--- src/rtl/sr_mem_sched.sv ---
// sr_mem_sched
// Sequencer for one MEM2048X24 pixel buffer in the bilinear super-resolution
// datapath. The buffer is a circular store: one writer appends pixels at
// wr_ptr, the consumer frees the oldest pixels with release commands, and two
// interpolation requesters share the single read port through round-robin
// arbitration.
//
// Ports
//   CK, RST              clock (rising edge) and asynchronous active-high reset
//   en                   run enable (IDLE <-> RUN)
//   flush                one-cycle pulse, discards every buffered pixel
//   wr_valid/ready/data  pixel write stream
//   rq_valid, rq_addr0/1 read requests with absolute buffer addresses
//   rq_ready             one-hot combinational grant
//   rsp_valid/id/err/data read response, one cycle after the grant
//   rel_valid, rel_cnt   free the rel_cnt oldest pixels (clamped to count)
//   count, base_ptr      occupancy and address of the oldest pixel
//   MEM_*                memory macro controls; MEM_D_OUT valid 1 cycle after MEM_RE
module sr_mem_sched #(
    parameter int DEPTH = 2048,
    parameter int AW    = 11,
    parameter int DW    = 24
) (
    input  logic          CK,
    input  logic          RST,
    input  logic          en,
    input  logic          flush,
    input  logic          wr_valid,
    output logic          wr_ready,
    input  logic [DW-1:0] wr_data,
    input  logic [1:0]    rq_valid,
    input  logic [AW-1:0] rq_addr0,
    input  logic [AW-1:0] rq_addr1,
    output logic [1:0]    rq_ready,
    output logic          rsp_valid,
    output logic          rsp_id,
    output logic          rsp_err,
    output logic [DW-1:0] rsp_data,
    input  logic          rel_valid,
    input  logic [AW:0]   rel_cnt,
    output logic [AW:0]   count,
    output logic [AW-1:0] base_ptr,
    output logic          MEM_CS,
    output logic          MEM_WEB,
    output logic          MEM_RE,
    output logic [AW-1:0] MEM_W_ADDR,
    output logic [AW-1:0] MEM_R_ADDR,
    output logic [DW-1:0] MEM_D_IN,
    input  logic [DW-1:0] MEM_D_OUT
);

    localparam logic [AW:0] FULL_CNT = (AW+1)'(DEPTH);

    typedef enum logic [1:0] {ST_IDLE, ST_RUN, ST_FLUSH} state_t;

    state_t        state_reg;
    logic [AW-1:0] wr_ptr_reg;
    logic [AW-1:0] base_ptr_reg;
    logic [AW:0]   count_reg;
    logic          last_gnt_reg;
    logic          rsp_pending_reg;
    logic          rsp_id_reg;
    logic          rsp_hit_reg;

    logic          run;
    logic          wr_acc;
    logic [AW-1:0] rq_addr_arr [2];
    logic [1:0]    hit_vec;
    logic [1:0]    gnt_vec;
    logic          gnt_any;
    logic          gnt_id;
    logic          gnt_hit;
    logic          mem_re;
    logic [AW-1:0] gnt_addr;
    logic [AW:0]   rel_eff;
    logic [AW:0]   count_next;
    logic [AW-1:0] base_ptr_next;
    logic [AW-1:0] wr_ptr_next;

    assign run            = (state_reg == ST_RUN);
    assign rq_addr_arr[0] = rq_addr0;
    assign rq_addr_arr[1] = rq_addr1;

    // Window check per requester: the distance from the oldest pixel, taken
    // modulo DEPTH by the natural AW-bit wrap, must be below the occupancy.
    // The pre-update count is used, so a pixel written this cycle is not yet
    // readable.
    generate
        for (genvar gi = 0; gi < 2; gi++) begin : g_win
            logic [AW-1:0] offset;
            assign offset      = rq_addr_arr[gi] - base_ptr_reg;
            assign hit_vec[gi] = ({1'b0, offset} < count_reg);
        end
    endgenerate

    // Round-robin: under contention the requester that was not granted last
    // wins. last_gnt resets to 1 so the first contention goes to requester 0.
    always_comb begin
        gnt_vec = 2'b00;
        if (run) begin
            case (rq_valid)
                2'b01:   gnt_vec = 2'b01;
                2'b10:   gnt_vec = 2'b10;
                2'b11:   gnt_vec = last_gnt_reg ? 2'b01 : 2'b10;
                default: gnt_vec = 2'b00;
            endcase
        end
    end

    assign gnt_any  = |gnt_vec;
    assign gnt_id   = gnt_vec[1];
    assign gnt_hit  = hit_vec[gnt_id];
    assign gnt_addr = rq_addr_arr[gnt_id];
    assign mem_re   = gnt_any & gnt_hit;

    assign wr_ready = run & (count_reg != FULL_CNT);
    assign wr_acc   = wr_valid & wr_ready;

    // A release never frees more than is currently held.
    always_comb begin
        rel_eff = '0;
        if (run && rel_valid) begin
            rel_eff = (rel_cnt < count_reg) ? rel_cnt : count_reg;
        end
    end

    assign count_next    = count_reg + {{AW{1'b0}}, wr_acc} - rel_eff;
    assign base_ptr_next = base_ptr_reg + rel_eff[AW-1:0];
    assign wr_ptr_next   = wr_ptr_reg + {{(AW-1){1'b0}}, wr_acc};

    always_ff @(posedge CK or posedge RST) begin
        if (RST) begin
            state_reg       <= ST_IDLE;
            wr_ptr_reg      <= '0;
            base_ptr_reg    <= '0;
            count_reg       <= '0;
            last_gnt_reg    <= 1'b1;
            rsp_pending_reg <= 1'b0;
            rsp_id_reg      <= 1'b0;
            rsp_hit_reg     <= 1'b0;
        end else begin
            if (flush) begin
                state_reg    <= ST_FLUSH;
                wr_ptr_reg   <= '0;
                base_ptr_reg <= '0;
                count_reg    <= '0;
            end else begin
                state_reg    <= en ? ST_RUN : ST_IDLE;
                wr_ptr_reg   <= wr_ptr_next;
                base_ptr_reg <= base_ptr_next;
                count_reg    <= count_next;
            end
            if (gnt_any) begin
                last_gnt_reg <= gnt_id;
            end
            // Response bookkeeping survives a flush so a grant made in the
            // pulse cycle is still answered during the FLUSH cycle.
            rsp_pending_reg <= gnt_any;
            rsp_id_reg      <= gnt_id;
            rsp_hit_reg     <= gnt_hit;
        end
    end

    assign rq_ready  = gnt_vec;
    assign rsp_valid = rsp_pending_reg;
    assign rsp_id    = rsp_pending_reg & rsp_id_reg;
    assign rsp_err   = rsp_pending_reg & ~rsp_hit_reg;
    // Memory output is only passed through on a hit so X never escapes.
    assign rsp_data  = (rsp_pending_reg && rsp_hit_reg) ? MEM_D_OUT : '0;

    assign count      = count_reg;
    assign base_ptr   = base_ptr_reg;
    assign MEM_WEB    = wr_acc;
    assign MEM_RE     = mem_re;
    assign MEM_CS     = wr_acc | mem_re;
    assign MEM_W_ADDR = wr_acc ? wr_ptr_reg : '0;
    assign MEM_D_IN   = wr_acc ? wr_data : '0;
    assign MEM_R_ADDR = mem_re ? gnt_addr : '0;

endmodule

--- config.mk ---
export PLATFORM = sky130hd
export DESIGN_NAME = sr_mem_sched
export DESIGN_NICKNAME = d
export VERILOG_FILES = /design/src/rtl/sr_mem_sched.sv
export SDC_FILE = /design/constraint.sdc
export NUM_CORES = 1
export LEC_CHECK = 0
export CAP_MARGIN = 5
export CELL_PAD_IN_SITES_DETAIL_PLACEMENT = 0
export CELL_PAD_IN_SITES_GLOBAL_PLACEMENT = 1
export CORE_MARGIN = 10
export CORE_UTILIZATION = 32
export CTS_CLUSTER_DIAMETER = 60
export CTS_CLUSTER_SIZE = 14
export DETAILED_ROUTE_END_ITERATION = 8
export HOLD_SLACK_MARGIN = 0.15
export PLACE_DENSITY = 0.83
export SLEW_MARGIN = 25
export SYNTH_ARGS = -nofsm -noshare
export SYNTH_HDL_FRONTEND = slang
export SYNTH_SLANG_ARGS = --single-unit
--- constraint.sdc ---
create_clock -name CK -period 7.1 [get_ports CK]
set_clock_uncertainty 0.2 [all_clocks]
set_input_delay 1.42 -clock CK [delete_from_list [all_inputs] [get_ports CK]]
set_output_delay 1.42 -clock CK [all_outputs]
set_load 0.005 [all_outputs]
==> summary.md, run 1 <==
| Metric | Value |
|---|---|
| FF-to-FF setup slack | `between 2 and 2.5 ns` |
| Cell depth of the worst setup path | `20` |
| Maximum VDD drop | `0.000147 V` |
| GRT overflow | `0` |
| Kind of path behind the tightest hold check | `flip-flop to flip-flop` |
| Number of levels in the clock H-tree | `2` |
| DR vias/cell | `5.18` |
| Leading cell type in the layout, fill and taps excluded | `sky130_fd_sc_hd__clkdlybuf4s50_1` |
| Capturing element type of the critical path | `output pin` |
| Synth Warn # | `0` |
| Fillers | `around 1400` |
| Post-synth cell types | `53` |
| Core Area | `around 15000 µm²` |
| Part of the cycle the worst path needs | `between 90% and 100%` |
| Largest buffer count on any clock path | `2` |
| Number of standard cells after synthesis | `585` |
| Clock Tree Root | `sky130_fd_sc_hd__clkbuf_16` |
| Post-synth EDFFs | `0` |
| Pin count of the biggest net entering global routing | `41` |
| Remaining number of nets flagged by the antenna check after routing | `0` |
| Vertical die dimension | `143 µm` |
| Final core occ | `49.4%` |
| Effective utilization at floorplan | `about a third` |
| Slowest cell on crit path | `sky130_fd_sc_hd__clkdlybuf4s50_1` |
| Source of the worst hold timing path | `wr_ptr_reg[10]` |
| Max_slew headroom | `45.8%` |
| Antenna violations before repair | `0` |
| Clock slew seen by the registers of the worst setup and hold paths | `0.06 ns` |
| Total nets after synthesis | `764` |
| Wirelength per Cell | `17.3 µm` |
| Ys flop type | `sky130_fd_sc_hd__dfrtp_1` |
| Overall power consumption | `1.52 mW` |
| Count of final setup violators | `0` |
| Number of iterations in the first detailed-routing pass | `4` |
| Count of buffers from port buffering | `191` |
| Global-route wire length before repair | `26600 µm` |
| Transition at the pin with the smallest max-transition slack | `0.811 ns` |
| Register-to-Register Path Depth | `17` |
| Hold Vio Cnt, Final | `0` |
| Diodes inserted | `0` |
| Number of cells on the worst hold path | `2` |
| Detail Placement HPWL | `13900 µm` |
| Final Max Slew Viols | `0` |
| Leakage | `about 3.5 nW` |
| CTS tree | `built` |
| Die ar. | `20400 µm²` |
| Total wirelength of the detailed-routed design | `16700 µm` |
| Launch instance of the worst register-to-register path | `count[9]` |
| Clock network latency to the later pin of the worst-skew pair | `between 0.2 and 0.3 ns` |
| Timing-limited maximum frequency | `146 MHz` |
| Outcome | `finished, final reports clean` |
| Min Tclk post-route | `6.85 ns` |
| Nets | `between 900 and 1000` |
| Cell Rows | `44` |
| Placer congestion estimate | `0.883` |
| Drt first-iter violations | `roughly 220` |
| Flops & latches, synth | `40` |
| Global Route Usage Sum | `~16%` |
| Data arrival, critical path | `5.23 ns` |
| Setup crit start kind | `primary input` |
| Max-capacitance violation count | `0` |
| Post-synthesis cell area | `between 4000 and 5000 µm²` |
| Reg2Reg Capture Point | `count[9]` |
| Sequential area share after synthesis | `roughly 21%` |
| Critical Setup Path Class | `primary input to output pin` |
| Die width | `~140 µm` |
| Endpoint required time on the critical path | `5.48 ns` |
| Vias in the first global route | `5213` |
| Worst Path Buf+Inv | `6` |
| CP max FO | `5` |
| Commonest cells after routing, fill and taps aside | `sky130_fd_sc_hd__clkdlybuf4s50_1, sky130_fd_sc_hd__ha_1, sky130_fd_sc_hd__nor2_1` |
| DRC violation count after routing | `0` |
| Cell Pwr Density | `around 210 nW/µm²` |
| Vias after detailed routing | `4975` |
| Critical Path, Cell by Cell | `clkdlybuf4s50_1 > inv_1 > ha_1 > inv_1 > fa_2 > a21o_1 > a21oi_2 > o21bai_1 > a2111oi_2 > buf_4 > o31ai_1 > a21oi_1 > xnor2_1 > ha_1 > a21oi_2 > a211oi_1 > a211o_1 > buf_4 > o21ai_0 > dlygate4sd2_1` |
| Flip-flop count of the largest register, all copies and words added | `12` |
| Share of synthesized flip-flops with an asynchronous set or reset | `100%` |
| Top Family by Delay on Critical Path | `compound AO/OA/AOI/OAI gates` |
| Relative area change from synthesis to final layout | `50.2%` |
| Layout cell share with drive strength beyond 1 | `6.44%` |
| Cts hold-fix bufs | `0` |
| TritonCTS Buffers | `5` |
| Delay of the slowest cell on the worst path | `0.42 ns` |
| Number of top-level pins | `about 190` |
| Clock Sink Count | `40` |
| Average size of a mapped cell | `8.24 µm²` |
| Destination of the worst hold path | `wr_ptr_reg[10]` |
-- what timing repair did --
action	4_1_cts	5_1_grt
resized for setup	10	18
pin swaps	3	9
buffers inserted	0	2
setup endpoints to repair	13	13
-- how the worst max path moves through the flow --
stage          slack, ns         from       endpoint
3_3_place_gp       -0.20  rq_addr1[0]         MEM_RE
6_report            0.25  rq_addr1[0]         MEM_CS
3_5_place_dp       -0.25  rq_addr1[0]         MEM_RE
2_1_floorplan       1.10  rq_addr1[0]  MEM_R_ADDR[2]
5_1_grt          -0.0002  rq_addr1[0]         MEM_CS
4_1_cts            0.004  rq_addr1[0]  MEM_R_ADDR[4]
-- tightest hold or removal path: stages (launching register included) --
cell	delay [ns]
sky130_fd_sc_hd__dfrtp_1	0.36
sky130_fd_sc_hd__xnor2_1	0.08
sky130_fd_sc_hd__nor2_1	0.07
-- layer usage --
| layer | track usage [%] | wire length (µm) | vias to the layer above |
|---|---|---|---|
| met1 | 18.5 | 7170 | 2337 |
| met5 | 0 | 0 | - |
| met2 | 28.2 | 8050 | 139 |
| met4 | 3.58 | 197 | 0 |
| li1 | - | - | 2487 |
| met3 | 4.74 | 1240 | 12 |
-- where the power goes --
group / internal [mW] / switching [mW]
Clock: 0.176 / 0.0922
Sequential: 0.262 / 0.0536
Combinational: 0.459 / 0.481
-- cells in the mapped netlist, types with 4 or more instances --
cell,instances,area share (%)
sky130_fd_sc_hd__ha_1,85,22
sky130_fd_sc_hd__nor2_1,76,5.9
sky130_fd_sc_hd__and3_1,63,8.2
sky130_fd_sc_hd__dfrtp_1,39,20
sky130_fd_sc_hd__inv_1,39,3.0
sky130_fd_sc_hd__a21oi_1,30,3.1
sky130_fd_sc_hd__a21o_1,21,3.3
sky130_fd_sc_hd__o21ai_0,20,2.1
sky130_fd_sc_hd__clkbuf_1,19,1.5
sky130_fd_sc_hd__xnor2_1,19,3.5
sky130_fd_sc_hd__nor2b_1,17,2.2
sky130_fd_sc_hd__xor2_1,17,3.1
sky130_fd_sc_hd__a22oi_1,12,1.9
sky130_fd_sc_hd__nand2_1,12,0.93
sky130_fd_sc_hd__or2_2,11,1.4
sky130_fd_sc_hd__nor3_1,10,1.0
sky130_fd_sc_hd__a211oi_1,6,0.93
sky130_fd_sc_hd__mux2i_1,6,1.2
sky130_fd_sc_hd__nand3_1,6,0.62
sky130_fd_sc_hd__nor4_1,5,0.65
sky130_fd_sc_hd__a2111oi_0,4,0.73
sky130_fd_sc_hd__a211o_1,4,0.73
sky130_fd_sc_hd__fa_1,4,1.7
sky130_fd_sc_hd__nand4_1,4,0.52
sky130_fd_sc_hd__nor3b_1,4,0.62
sky130_fd_sc_hd__o21a_1,4,0.62
sky130_fd_sc_hd__o21bai_1,4,0.62
-- through the flow --
stage / instance area, µm² / TNS (ns) / std cells / setup WS, ns / hold slack, ns
6_report: 7240 / 0 / 960 / 0.253 / 0.343
5_1_grt: 7240 / -0.000170 / 960 / -0.000170 / 0.372
4_1_cts: 7190 / 0 / 958 / 0.00442 / 0.352
3_5_place_dp: 6990 / -1.95 / 950 / -0.247 / 0.334
3_3_place_gp: 6980 / -1.22 / 950 / -0.195 / 0.305
2_1_floorplan: 4820 / 0 / 585 / 1.10 / 0.276
-- cell type report --
type / count / area (µm²) / share of cell area, %
inverters: 39 / 146 / 2.02
repair buffers: 206 / 2040 / 28.2
clock inverters: 2 / 38.8 / 0.536
flip-flops and latches: 40 / 1000 / 13.8
multi-input cells: 483 / 3640 / 50.3
well taps: 184 / 230 / 3.18
clock buffers: 6 / 139 / 1.92
-- kinds of logic (layout without fill, tap and decap cells) --
group           after synthesis  count (layout)  share of synthesized area, %
buf+inv                      62             253                          4.91
fa+ha+maj                    89              89                          23.7
xor+xnor                     37              37                          7.04
flops                        40              40                          20.8
compound gates              129             129                          18.1
simple gates                222             222                          24.2
mux                           6               6                          1.25
(Power assumes the default switching activity.)
==> run 2, diff against run 1 <==
Settings changed: PLACE_DENSITY 0.83 to 0.82.
==> run 2 against run 1 <==
Compared with the run above:
- flip-flop and latch count unchanged
- register-to-register slack worse by 0.05 ns
- worst hold slack better by 0.0068 ns
- non-clock buffer count unchanged
- sequential power about the same
- largest power group unchanged
==> summary.md, run 2 (synthesis results as in run 1) <==
| Metric | Value |
|---|---|
| Outcome | `finished, final reports clean (unchanged)` |
| CTS tree | `built (unchanged)` |
| Max-capacitance violation count | `0 (unchanged)` |
| Max_slew headroom | `45.6% (was 45.8%)` |
| Placement-stage cell area | `6970 µm² (was 6990 µm²)` |
| Met3 usage | `4.91% (was 4.74%)` |
| Min Tclk post-route | `6.89 ns (was 6.85 ns)` |
| P_int | `0.898 mW (was 0.897 mW)` |
| Register-to-Register Path Depth | `16 (was 17)` |
| Power share of the clock group | `17.5% (was 17.6%)` |
| Core Area | `14600 µm² (unchanged)` |
| Cell Rows | `44 (unchanged)` |
| Number of levels in the clock H-tree | `2 (unchanged)` |
| Flip-flop count of the largest register, all copies and words added | `12 (unchanged)` |
| Part of the power in combinational logic | `61.9% (was 61.7%)` |
| Final Max Slew Viols | `0 (unchanged)` |
| Global routing usage on met1 | `18.2% (was 18.5%)` |
| Largest buffer count on any clock path | `2 (unchanged)` |
| Timing-limited maximum frequency | `145 MHz (was 146 MHz)` |
| Part of the cycle the worst path needs | `97.0% (was 96.4%)` |
| Drt first-iter violations | `177 (was 219)` |
| Data arrival, critical path | `5.27 ns (was 5.23 ns)` |
| Switching share of total power | `41.5% (was 41.1%)` |
| Commonest cells after routing, fill and taps aside | `sky130_fd_sc_hd__clkdlybuf4s50_1, sky130_fd_sc_hd__ha_1, sky130_fd_sc_hd__nor2_1 (unchanged)` |
| Kind of path behind the tightest hold check | `flip-flop to flip-flop (unchanged)` |
| Endpoint required time on the critical path | `5.48 ns (about the same)` |
| Final core occ | `49.3% (was 49.4%)` |
| Setup crit start kind | `primary input (unchanged)` |
| Switch Pwr | `0.637 mW (was 0.627 mW)` |
| Design Area, Final | `7220 µm² (was 7240 µm²)` |
| Total wirelength of the detailed-routed design | `16400 µm (was 16700 µm)` |
| Number of top-level pins | `192 (unchanged)` |
| Count of final setup violators | `0 (unchanged)` |
| TritonCTS Buffers | `5 (unchanged)` |
| Global Route Usage Sum | `15.7% (was 15.9%)` |
| Leakage | `3.40 nW (was 3.50 nW)` |
| Number of iterations in the first detailed-routing pass | `4 (unchanged)` |
| Antenna violations before repair | `1 (was 0)` |
| Detail Placement HPWL | `13800 µm (was 13900 µm)` |
| Clock network latency to the later pin of the worst-skew pair | `0.29 ns (about the same)` |
| Capturing element type of the critical path | `output pin (unchanged)` |
| Global-route wire length before repair | `26400 µm (was 26600 µm)` |
| Leading cell type in the layout, fill and taps excluded | `sky130_fd_sc_hd__clkdlybuf4s50_1 (unchanged)` |
| Remaining number of nets flagged by the antenna check after routing | `0 (unchanged)` |
| Sequential power share | `20.6% (was 20.7%)` |
| Effective utilization at floorplan | `32.9% (unchanged)` |
| Diodes inserted | `0 (unchanged)` |
| CP max FO | `8 (was 5)` |
| Die ar. | `20400 µm² (unchanged)` |
| Placer congestion estimate | `0.846 (was 0.883)` |
| Pin count of the biggest net entering global routing | `41 (unchanged)` |
| Relative area change from synthesis to final layout | `49.9% (was 50.2%)` |
| Clock Sink Count | `40 (unchanged)` |
| Maximum VDD drop | `0.000140 V (was 0.000147 V)` |
| Count of buffers from port buffering | `191 (unchanged)` |
| Vias in the first global route | `5177 (was 5213)` |
| Clock slew seen by the registers of the worst setup and hold paths | `0.07 ns (was 0.06 ns)` |
| Wirelength per Cell | `17.1 µm (was 17.3 µm)` |
| Die width | `143 µm (unchanged)` |
| Clock Tree Root | `sky130_fd_sc_hd__clkbuf_16 (unchanged)` |
| Transition at the pin with the smallest max-transition slack | `0.816 ns (was 0.811 ns)` |
| Number of cells on the worst hold path | `2 (unchanged)` |
| Met2 usage in global routing | `27.9% (was 28.2%)` |
| Hold Vio Cnt, Final | `0 (unchanged)` |
| DRC violation count after routing | `0 (unchanged)` |
| Critical Setup Path Class | `primary input to output pin (unchanged)` |
| Vias after detailed routing | `4913 (was 4975)` |
| GRT overflow | `0 (unchanged)` |
| Vertical die dimension | `143 µm (unchanged)` |
| Highest-utilization routing layer at the global route stage | `met2 (unchanged)` |
| Layout cell share with drive strength beyond 1 | `6.44% (unchanged)` |
| Nets | `954 (unchanged)` |
| Cell Pwr Density | `213 nW/µm² (was 211 nW/µm²)` |
| DR vias/cell | `5.12 (was 5.18)` |
[run 2: worst paths after layout]
check / from / endpoint / slack (ns)
setup reg to reg: count[11] / count[9] / 2.16
min in group asynchronous: RST / wr_ptr_reg[0] / 1.35
setup / recovery: rq_addr0[0] / MEM_R_ADDR[8] / 0.21
hold reg to reg: wr_ptr_reg[10] / wr_ptr_reg[10] / 0.35
max in group asynchronous: RST / last_gnt_reg / 4.96
hold / removal: wr_ptr_reg[10] / wr_ptr_reg[10] / 0.35
[run 2: area by class of cell]
class,instances,area (µm²)
Clock buffer,5,125
Clock inverter,3,46.3
Fill cell,1395,7420
Inverter,39,146
Multi-Input combinational cell,483,3650
Sequential cell,40,1000
Tap cell,184,230
Timing Repair Buffer,206,2020
[run 2: per-stage QoR]
| stage | hold WS (ns) | TNS, ns | instances | power [mW] | worst slack [ns] |
|---|---|---|---|---|---|
| after CTS | 0.318 | 0 | 959 | 1.53 | 0.00493 |
| after global routing | 0.382 | -0.00875 | 960 | 1.68 | -0.00875 |
| after floorplan | 0.276 | 0 | 585 | 0.909 | 1.10 |
| after detailed placement | 0.308 | -3.87 | 949 | 1.23 | -0.336 |
| after global placement | 0.303 | -2.17 | 949 | 1.20 | -0.201 |
| final | 0.350 | 0 | 960 | 1.53 | 0.212 |
[run 2: power groups by stage]
| stage | sequential, mW | clock [mW] | combinational, mW |
|---|---|---|---|
| floorplan | 0.296 | 0 | 0.613 |
| global placement | 0.318 | 0 | 0.881 |
| detailed placement | 0.321 | 0 | 0.910 |
| CTS | 0.318 | 0.272 | 0.942 |
| global route | 0.325 | 0.281 | 1.07 |
| finish | 0.317 | 0.268 | 0.950 |
[run 2: repair_timing]
| item | 4_1_cts | 5_1_grt |
|---|---|---|
| setup endpoints to repair | 13 | 13 |
| hold buffers | 0 | 0 |
| setup buffers | 2 | 1 |
| hold endpoints to repair | 0 | 0 |
| pin swaps | 6 | 5 |
| resized for setup | 21 | 12 |
[run 2: per-layer routing]
| metal | part of all wire, % | vias to the layer above |
|---|---|---|
| met4 | 0.96 | 0 |
| met1 | 42 | 2284 |
| met3 | 9.0 | 10 |
| li1 | - | 2475 |
| met2 | 48 | 144 |
| met5 | 0 | - |
[run 2: worst max-delay path, stage by stage]
cell and delay [ns]:
sky130_fd_sc_hd__clkdlybuf4s50_1 0.42, sky130_fd_sc_hd__inv_1 0.07, sky130_fd_sc_hd__ha_1 0.15, sky130_fd_sc_hd__inv_1 0.05, sky130_fd_sc_hd__fa_1 0.38, sky130_fd_sc_hd__a21o_1 0.18
sky130_fd_sc_hd__a21oi_2 0.16, sky130_fd_sc_hd__nor2b_1 0.06, sky130_fd_sc_hd__o21a_1 0.18, sky130_fd_sc_hd__o41ai_2 0.23, sky130_fd_sc_hd__buf_4 0.18, sky130_fd_sc_hd__o211ai_1 0.11
sky130_fd_sc_hd__ha_1 0.34, sky130_fd_sc_hd__buf_4 0.14, sky130_fd_sc_hd__nand4_1 0.10, sky130_fd_sc_hd__nor4_1 0.07, sky130_fd_sc_hd__a211o_2 0.41, sky130_fd_sc_hd__buf_6 0.16
sky130_fd_sc_hd__buf_4 0.13, sky130_fd_sc_hd__nor2_1 0.09, sky130_fd_sc_hd__clkdlybuf4s15_1 0.23
==> run 3, diff against run 2 <==
Settings changed: CORE_MARGIN 10 to 2.
==> run 3 against run 2 <==
Compared with the run above:
- sequential power about the same
- cell count up 0.52%
- critical path type unchanged
- design area up 0.99%
- die area down 21%
- largest power group unchanged
- register-to-register slack worse by 0.22 ns
- highest routed layer unchanged
- combinational power up 4.1%
- first-iteration DRC count up 38%
- critical path depth unchanged
==> summary.md, run 3 (synthesis results as in run 1) <==
| Metric | Value |
|---|---|
| Outcome | `finished, final reports clean (unchanged)` |
| Leakage | `3.46 nW (was 3.40 nW)` |
| Cell Rows | `44 (unchanged)` |
| Remaining number of nets flagged by the antenna check after routing | `0 (unchanged)` |
| Final Max Slew Viols | `0 (unchanged)` |
| Layout cell share with drive strength beyond 1 | `7.30% (was 6.44%)` |
| Placement-stage cell area | `6970 µm² (unchanged)` |
| Most used cell, CP | `sky130_fd_sc_hd__buf_4 (unchanged)` |
| Flip-flop count of the largest register, all copies and words added | `12 (unchanged)` |
| GRT overflow | `0 (unchanged)` |
| Vias after detailed routing | `4927 (was 4913)` |
| Vertical die dimension | `127 µm (was 143 µm)` |
| Number of top-level pins | `192 (unchanged)` |
| Design Area, Final | `7290 µm² (was 7220 µm²)` |
| Number of iterations in the first detailed-routing pass | `4 (unchanged)` |
| Global-route wire length before repair | `24400 µm (was 26400 µm)` |
| Nets | `959 (was 954)` |
| Timing-limited maximum frequency | `144 MHz (was 145 MHz)` |
| Capturing element type of the critical path | `output pin (unchanged)` |
| Clock network latency to the later pin of the worst-skew pair | `0.29 ns (about the same)` |
| Top Family by Delay on Critical Path | `compound AO/OA/AOI/OAI gates (was buffers and inverters)` |
| Slowest cell on crit path | `sky130_fd_sc_hd__clkdlybuf4s50_1 (unchanged)` |
| Hold Vio Cnt, Final | `0 (unchanged)` |
| DRC violation count after routing | `0 (unchanged)` |
| Cts hold-fix bufs | `0 (unchanged)` |
| Critical Setup Path Class | `primary input to output pin (unchanged)` |
| Number of levels in the clock H-tree | `2 (unchanged)` |
| Core Area | `14600 µm² (unchanged)` |
| Effective utilization at floorplan | `32.9% (unchanged)` |
| Worst Hold Slack | `0.335 ns (was 0.350 ns)` |
| Kind of path behind the tightest hold check | `flip-flop to flip-flop (unchanged)` |
| Diodes inserted | `0 (unchanged)` |
| Relative area change from synthesis to final layout | `51.4% (was 49.9%)` |
| Clock slew seen by the registers of the worst setup and hold paths | `0.06 ns (was 0.07 ns)` |
| Endpoint required time on the critical path | `5.48 ns (about the same)` |
| Worst setup slack after placement | `-0.238 ns (was -0.336 ns)` |
| Leading cell type in the layout, fill and taps excluded | `sky130_fd_sc_hd__clkdlybuf4s50_1 (unchanged)` |
| Count of buffers from port buffering | `191 (unchanged)` |
| Delay of the slowest cell on the worst path | `0.43 ns (was 0.42 ns)` |
| Clock Sink Count | `40 (unchanged)` |
| Part of the cycle the worst path needs | `97.9% (was 97.0%)` |
| Total wirelength of the detailed-routed design | `15100 µm (was 16400 µm)` |
| Total negative slack for setup checks | `0 ns (unchanged)` |
| Maximum VDD drop | `0.000123 V (was 0.000140 V)` |
| Transition at the pin with the smallest max-transition slack | `0.813 ns (was 0.816 ns)` |
| Antenna violations before repair | `0 (was 1)` |
| Max_slew headroom | `45.8% (was 45.6%)` |
| Commonest cells after routing, fill and taps aside | `sky130_fd_sc_hd__clkdlybuf4s50_1, sky130_fd_sc_hd__ha_1, sky130_fd_sc_hd__nor2_1 (unchanged)` |
| Clock Tree Root | `sky130_fd_sc_hd__clkbuf_16 (unchanged)` |
| Detail Placement HPWL | `12100 µm (was 13800 µm)` |
| Post-route worst setup slack | `0.152 ns (was 0.212 ns)` |
| Vias in the first global route | `4862 (was 5177)` |
| Min Tclk post-route | `6.95 ns (was 6.89 ns)` |
| CTS tree | `built (unchanged)` |
| Max-capacitance violation count | `0 (unchanged)` |
| Placer congestion estimate | `0.866 (was 0.846)` |
| CP max FO | `4 (was 8)` |
| Worst Path Buf+Inv | `7 (was 8)` |
| Count of final setup violators | `0 (unchanged)` |
| DR vias/cell | `5.11 (was 5.12)` |
| Setup crit start kind | `primary input (unchanged)` |
| TritonCTS Buffers | `5 (unchanged)` |
| Die ar. | `16100 µm² (was 20400 µm²)` |
| Largest buffer count on any clock path | `2 (unchanged)` |
| Global Route Usage Sum | `18.6% (was 15.7%)` |
| Wirelength per Cell | `15.7 µm (was 17.1 µm)` |
| Die width | `127 µm (was 143 µm)` |
| Data arrival, critical path | `5.33 ns (was 5.27 ns)` |
| Pin count of the biggest net entering global routing | `41 (unchanged)` |
| Drt first-iter violations | `245 (was 177)` |
| Cell Pwr Density | `216 nW/µm² (was 213 nW/µm²)` |
| Critical Path, Cell by Cell | `clkdlybuf4s50_1 > inv_1 > ha_1 > inv_1 > fa_2 > a21o_1 > a21oi_2 > nor2b_1 > o21a_1 > o41ai_2 > buf_4 > xnor2_1 > ha_1 > a21o_1 > a211oi_2 > a211oi_1 > a211o_2 > buf_4 > buf_4 > nor2_1 > dlygate4sd2_1 (was clkdlybuf4s50_1 > inv_1 > ha_1 > inv_1 > fa_1 > a21o_1 > a21oi_2 > nor2b_1 > o21a_1 > o41ai_2 > buf_4 > o211ai_1 > ha_1 > buf_4 > nand4_1 > nor4_1 > a211o_2 > buf_6 > buf_4 > nor2_1 > clkdlybuf4s15_1)` |
## run 3: cell count changes in the layout (fill, tap and decap cells not counted), moves of 2 or more
cell / previous run / this run
sky130_fd_sc_hd__fa_2: 0 / 2
sky130_fd_sc_hd__dlymetal6s2s_1: 3 / 5
sky130_fd_sc_hd__dlygate4sd2_1: 8 / 6
sky130_fd_sc_hd__fa_1: 4 / 2
sky130_fd_sc_hd__buf_4: 14 / 17
## run 3: area by class of cell
cell class | count | area, µm²
clock buffers | 6 | 139
clock inverters | 2 | 38.8
fillers | 1423 | 7350
inverters | 39 | 146
multi-input cells | 483 | 3650
flip-flops and latches | 40 | 1000
well taps | 184 | 230
repair buffers | 211 | 2090
## run 3: worst min-delay path: cells and delay by family (launching register included)
kind	cells	cell delay, ns
buffers and inverters	1	0.08
DFF	1	0.37
AOI/OAI and AO/OA	1	0.08
## run 3: where the power goes
group	switching (mW)	internal, mW	total, mW	leakage (nW)
Clock	0.0920	0.176	0.268	0.0871
Combinational	0.494	0.495	0.989	2.83
Sequential	0.0532	0.262	0.316	0.537
Total	0.639	0.934	1.57	3.46
## run 3: timing repair
| action | in CTS | in global routing |
|---|---|---|
| pin swaps | 6 | 6 |
| buffers inserted | 2 | 5 |
| resized for setup | 23 | 15 |
| setup endpoints to repair | 13 | 13 |
| cloned | 1 | 0 |
## run 3: path summary, 6_finish.rpt
check	slack [ns]	end	start	cells after the start
max	0.15	MEM_R_ADDR[10]	rq_addr0[0]	21
min	0.34	last_gnt_reg	last_gnt_reg	2
max reg2reg	1.94	count[11]	count[9]	17
min reg2reg	0.34	last_gnt_reg	last_gnt_reg	2
max in group asynchronous	4.96	last_gnt_reg	RST	3
min in group asynchronous	1.36	count[4]	RST	3
## run 3: routing by layer
metal  part of all wire (%)  up-vias  track usage [%]
met1                     46     2271             23.8
met2                     48      148             32.7
met5                      0        -                0
li1                       -     2495                -
met4                    1.4        0             4.59
met3                    5.2       13             3.25
## run 3: stage by stage
| stage | utilization [%] | power, mW | std cells |
|---|---|---|---|
| finish | 49.8 | 1.57 | 965 |
| global route | 49.8 | 1.71 | 965 |
| CTS | 49.2 | 1.53 | 960 |
| detailed placement | 47.6 | 1.23 | 949 |
| global placement | 47.6 | 1.20 | 949 |
| floorplan | - | 0.909 | 585 |
